[config.mk]
export PLATFORM = sky130hd
export DESIGN_NAME = mem_resp_router
export DESIGN_NICKNAME = d
export VERILOG_FILES = /design/src/rtl/mem_pkg.sv /design/src/rtl/pend_table.sv /design/src/rtl/mem_resp_router.sv
export SDC_FILE = /design/constraint.sdc
export NUM_CORES = 1
export LEC_CHECK = 0
export ABC_AREA = 1
export BUFFER_PORTS_ARGS = -buffer_cell sky130_fd_sc_hd__clkbuf_2
export CAP_MARGIN = 5
export CORE_ASPECT_RATIO = 0.8
export CORE_MARGIN = 3
export CORE_UTILIZATION = 55
export DETAILED_ROUTE_END_ITERATION = 8
export PLACE_DENSITY = 0.93
export SLEW_MARGIN = 20
export SYNTH_ARGS = -nofsm -noshare
export SYNTH_HDL_FRONTEND = slang
export SYNTH_HIERARCHICAL = 1
export SYNTH_SLANG_ARGS = --single-unit
[constraint.sdc]
create_clock -name clk -period 5.3 [get_ports clk]
set_clock_uncertainty 0.2 [all_clocks]
set_input_delay 1.06 -clock clk [delete_from_list [all_inputs] [get_ports clk]]
set_output_delay 1.06 -clock clk [all_outputs]
set_load 0.01 [all_outputs]
[src/rtl/mem_pkg.sv]
// Shared types for the memory response router: request source encoding,
// outstanding-table entry layout and the table depth helper.
package mem_pkg;

  typedef enum logic {
    SRC_INSTR = 1'b0,
    SRC_DATA  = 1'b1
  } mem_src_e;

  typedef struct packed {
    logic     valid;
    mem_src_e src;
    logic     write;
  } pend_entry_t;

  function automatic int unsigned depth_of(input int unsigned id_width);
    return 32'd1 << id_width;
  endfunction

endpackage

[src/rtl/pend_table.sv]
// Outstanding-request table indexed by request id, with one install port,
// one retire port, a combinational lookup port and the occupancy counter.
module pend_table
  import mem_pkg::*;
#(
  parameter int ID_WIDTH = 3
) (
  input  logic                clk,
  input  logic                rst,
  input  logic                install_en_i,
  input  logic [ID_WIDTH-1:0] install_id_i,
  input  mem_src_e            install_src_i,
  input  logic                install_write_i,
  input  logic                retire_en_i,
  input  logic [ID_WIDTH-1:0] retire_id_i,
  input  logic [ID_WIDTH-1:0] lookup_id_i,
  output pend_entry_t         lookup_o,
  output logic                collision_o,
  output logic [ID_WIDTH:0]   count_o,
  output logic                full_o
);

  localparam int DEPTH = int'(depth_of(ID_WIDTH));
  localparam logic [ID_WIDTH:0] FULL_CNT = (ID_WIDTH+1)'(DEPTH);

  pend_entry_t       entries_q [DEPTH];
  pend_entry_t       entries_d [DEPTH];
  logic [ID_WIDTH:0] count_q, count_d;
  logic              full_q, full_d;
  logic              retire, slot_busy, install_new;

  // Retire is applied before install so a same-id response/request pair
  // leaves the slot holding the new request without counting as a collision.
  always_comb begin
    retire      = retire_en_i && entries_q[retire_id_i].valid;
    slot_busy   = entries_q[install_id_i].valid &&
                  !(retire && (retire_id_i == install_id_i));
    install_new = install_en_i && !slot_busy;
    collision_o = install_en_i && slot_busy;
    lookup_o    = entries_q[lookup_id_i];

    entries_d = entries_q;
    if (retire) begin
      entries_d[retire_id_i].valid = 1'b0;
    end
    if (install_en_i) begin
      entries_d[install_id_i] = '{valid: 1'b1, src: install_src_i, write: install_write_i};
    end

    count_d = count_q + (ID_WIDTH+1)'(install_new) - (ID_WIDTH+1)'(retire);
    full_d  = (count_d == FULL_CNT);
  end

  always_ff @(posedge clk) begin
    if (rst) begin
      entries_q <= '{default: '0};
      count_q   <= '0;
      full_q    <= 1'b0;
    end else begin
      entries_q <= entries_d;
      count_q   <= count_d;
      full_q    <= full_d;
    end
  end

  assign count_o = count_q;
  assign full_o  = full_q;

endmodule

[src/rtl/mem_resp_router.sv]
// Routes memory responses to the instruction or data port using the
// outstanding-request table, with registered outputs and a sticky error flag.
module mem_resp_router
  import mem_pkg::*;
#(
  parameter int LINE_BYTES = 16,
  parameter int ID_WIDTH   = 3
) (
  input  logic                    clk,
  input  logic                    rst,
  input  logic                    i_req_enable,
  input  logic [ID_WIDTH-1:0]     i_req_id,
  input  logic                    i_req_src,
  input  logic                    i_req_write,
  input  logic                    i_resp_valid,
  input  logic [ID_WIDTH-1:0]     i_resp_id,
  input  logic [LINE_BYTES*8-1:0] i_resp_data,
  output logic                    o_instr_valid,
  output logic [LINE_BYTES*8-1:0] o_instr_data,
  output logic                    o_data_valid,
  output logic [LINE_BYTES*8-1:0] o_data_data,
  output logic                    o_data_wack,
  output logic [ID_WIDTH:0]       o_outstanding,
  output logic                    o_full,
  output logic                    o_err
);

  localparam int DW = LINE_BYTES * 8;

  pend_entry_t   lookup;
  logic          collision;
  logic          instr_valid_q, instr_valid_d;
  logic          data_valid_q, data_valid_d;
  logic          wack_q, wack_d;
  logic [DW-1:0] instr_data_q, instr_data_d;
  logic [DW-1:0] data_data_q, data_data_d;
  logic          err_q, err_d;

  pend_table #(
    .ID_WIDTH(ID_WIDTH)
  ) u_pend_table (
    .clk            (clk),
    .rst            (rst),
    .install_en_i   (i_req_enable),
    .install_id_i   (i_req_id),
    .install_src_i  (mem_src_e'(i_req_src)),
    .install_write_i(i_req_write),
    .retire_en_i    (i_resp_valid),
    .retire_id_i    (i_resp_id),
    .lookup_id_i    (i_resp_id),
    .lookup_o       (lookup),
    .collision_o    (collision),
    .count_o        (o_outstanding),
    .full_o         (o_full)
  );

  // A write flag on an instruction entry is routed as a read but flagged.
  always_comb begin
    instr_valid_d = 1'b0;
    data_valid_d  = 1'b0;
    wack_d        = 1'b0;
    instr_data_d  = instr_data_q;
    data_data_d   = data_data_q;
    err_d         = err_q | collision;

    if (i_resp_valid) begin
      if (!lookup.valid) begin
        err_d = 1'b1;
      end else if (lookup.src == SRC_INSTR) begin
        instr_valid_d = 1'b1;
        instr_data_d  = i_resp_data;
        if (lookup.write) begin
          err_d = 1'b1;
        end
      end else if (lookup.write) begin
        wack_d = 1'b1;
      end else begin
        data_valid_d = 1'b1;
        data_data_d  = i_resp_data;
      end
    end
  end

  always_ff @(posedge clk) begin
    if (rst) begin
      instr_valid_q <= 1'b0;
      data_valid_q  <= 1'b0;
      wack_q        <= 1'b0;
      instr_data_q  <= '0;
      data_data_q   <= '0;
      err_q         <= 1'b0;
    end else begin
      instr_valid_q <= instr_valid_d;
      data_valid_q  <= data_valid_d;
      wack_q        <= wack_d;
      instr_data_q  <= instr_data_d;
      data_data_q   <= data_data_d;
      err_q         <= err_d;
    end
  end

  assign o_instr_valid = instr_valid_q;
  assign o_instr_data  = instr_data_q;
  assign o_data_valid  = data_valid_q;
  assign o_data_data   = data_data_q;
  assign o_data_wack   = wack_q;
  assign o_err         = err_q;

endmodule
==> results.toml <==
[cts]
cts.path.max_buffers = 3
holdBufCountCts = 0
clk_pin_slew_ns = 0.06
cts_resized = 0
cts-buffers-inserted = 27
cts_tree = "done"
htreeDepth = 1
clock-sinks = 289
cts-root-buf = "clkbuf_16"
cts_setup_buffers = 0
clock_latency_ns = 0.53

[setup_path]
crit_arrival_ns = 4.17
crit_required_ns = 5.57
crit_fanout = 129
rr_startpoint = "u_pend_table/entries_q[8]$_SDFF_PP0_"
start_kind = "input port"
end_kind = "flip-flop"
worst_r2r_endpoint = "o_instr_data[75]$_SDFFE_PP0P_"
ff2ff_setup_slack_ns = 2.18
path_class = "in2reg"
rr_worst_depth = 13

[grt]
grt_start_max_net_pins = 145
grt_use_total = 0.278
grt_overflow_total = 0
antenna_found_initial = 0
grt_pass1_wl_mm = 57.7
grt_pass1_vias = 12000

[synth]
ys_seq_elements = 289
syn_inst = 1928
netlist.area_leader.share = 0.459
avgSynthCellArea_um2 = 6.54
yosysSeqAreaShare = 0.459
synth_top_area_cell = "dfxtp_1"
netlist_area_um2 = 12600
synthTopCellsByArea = "dfxtp_1, nor2_1, nand2_1, inv_1, nand3_1"
syn_nets = 2073
yosys_warnings = 6
yosysUniqueCellTypes = 32

[placed_design]
gp_congestion = 0.918
dp_hpwl_mm = 25.0
io_buffers = 404

[detailed_routing]
wl_per_cell_um = 14.0
viasPerCell = 4.90
antenna_left = 0
firstDrtPassIters = 5
vias = 12700
drt_iter0_drc = 886
drc = 0
finalWirelength_mm = 36.2

[floorplanning]
core_area_um2 = 22000
die_y_um = 141
die_area_um2 = 24800
die_w_um = 175
placementRows = 48
io_pins = 405
start_util = 0.572

[timing]
relSlewSlack = 0.296
setup_viol = 0
finalCritPeriodShare = 0.737
post-route-min-period_ns = 3.90
rsz0062_at_grt = "no"
worst_pin_slew_ns = 1.06
drv_slew = 0
hold_viol_final = 0
max_freq_mhz = 256
tns_ns = 0

[worst_hold_path]
hp-start = "u_pend_table/entries_q[17]$_SDFF_PP0_"
hold_path_depth = 2
min_to = "u_pend_table/entries_q[17]$_SDFF_PP0_"
min_path_type = "reg2reg"

[power]
p_total_w = 0.00523
vdd.ir_drop.worst_mv = 0.235
p_per_area_nw_per_um2 = 338
p_leak_nw = 8.59

[final_layout]
layout_commonest_cell = "nor2_1"
seq_area_um2 = 5790
drive_gt1_frac = 0.218
diodes = 0
fillers = 1754
fin_nets = 2411
layout_common_cells = "nor2_1, nand2_1, clkbuf_2, inv_1, dfxtp_1"
syn_to_final_growth_pct = 22.6
multi_input_area_um2 = 5130

[run]
maxCapViolCount = 0

[outcome]
status = "complete, no violations"
[synth_stat cells]
cell and n:
a21o_1 1, a21oi_1 9, a21oi_2 8, a31oi_1 1
buf_1 7, buf_2 62, buf_4 11, buf_6 11
clkbuf_1 14, clkinv_1 1, dfxtp_1 289, fa_1 1
ha_1 4, inv_1 295, inv_2 3, inv_8 1
nand2_1 437, nand2_2 7, nand2_8 1, nand3_1 129
nand3_2 12, nand4_1 1, nor2_1 577, nor2_2 3
nor3_1 2, o21a_4 1, o21ai_0 32, o22ai_1 4
or2_1 1, or2_4 1, xnor2_1 1, xor2_1 1
[power by group]
| part | leakage [nW] | switching (W) | internal [W] |
|---|---|---|---|
| combinational | 5.80 | 0.000536 | 0.000292 |
| sequential | 2.36 | 0.0000798 | 0.00231 |
| clock | 0.441 | 0.000832 | 0.00118 |
| total | 8.59 | 0.00145 | 0.00378 |
[cell families after synthesis]
| family | synth area share |
|---|---|
| simple gates | 0.371 |
| buf+inv | 0.137 |
| flops | 0.459 |
| compound gates | 0.0261 |
| fa+ha+maj | 0.00555 |
| xor+xnor | 0.00139 |
[routing by layer]
layer	routed length, µm	GRT usage
met5	0	0
met1	13400	0.312
met4	1890	0.135
met3	3470	0.0736
met2	17400	0.493
[per-stage QoR]
step | area [µm²] | hold slack [ns] | std cells | worst slack, ns | util
floorplan | 12600 | 0.248 | 1928 | 2.00 | -
global placement | 14600 | 0.256 | 2537 | 1.06 | 0.660
detailed placement | 14600 | 0.267 | 2537 | 0.931 | 0.660
CTS | 15500 | 0.279 | 2582 | 1.47 | 0.702
global route | 15500 | 0.288 | 2582 | 1.08 | 0.702
finish | 15500 | 0.281 | 2582 | 1.40 | 0.702
[worst max path at each step]
| stage | start | endpoint | slack, ns | depth (start not counted) |
|---|---|---|---|---|
| global placement | i_resp_id[0] | o_instr_data[122]$_SDFFE_PP0P_ | 1.06 | 14 |
| detailed placement | i_resp_id[0] | o_instr_data[67]$_SDFFE_PP0P_ | 0.93 | 14 |
| floorplan | i_req_id[0] | u_pend_table/full_o$_SDFF_PP0_ | 2.00 | 15 |
| CTS | i_resp_id[0] | o_instr_data[75]$_SDFFE_PP0P_ | 1.47 | 14 |
| finish | i_resp_id[0] | o_instr_data[75]$_SDFFE_PP0P_ | 1.40 | 14 |
| global route | i_resp_id[0] | o_instr_data[75]$_SDFFE_PP0P_ | 1.08 | 14 |
[worst max-delay path, cell delays in order]
cell	delay [ns]
clkbuf_2	0.37
inv_1	0.29
a21oi_1	0.20
o21ai_0	0.09
nand2_1	0.07
nor2_1	0.04
a31oi_1	0.18
nand2_1	0.17
inv_4	0.34
nand2_8	0.51
buf_12	0.42
nand2_1	0.12
nand2_1	0.06
nor2_1	0.14
[sequential cells by signal, indices dropped and copies added, names as in the netlist]
register,count
o_data_data,128
o_instr_valid,1
u_pend_table/entries_q,24
o_err,1
u_pend_table/full_o,1
u_pend_table/count_o,4
o_data_valid,1
o_data_wack,1
o_instr_data,128
[cell type report]
type,count,share of cell area
clock buffers,33,0.0477
clock inverters,12,0.0113
inverters,300,0.0738
multi-input cells,1234,0.332
flip-flops and latches,289,0.374
well taps,300,0.0243
repair buffers,414,0.137
No activity file was read; power rests on OpenSTA's default activity.
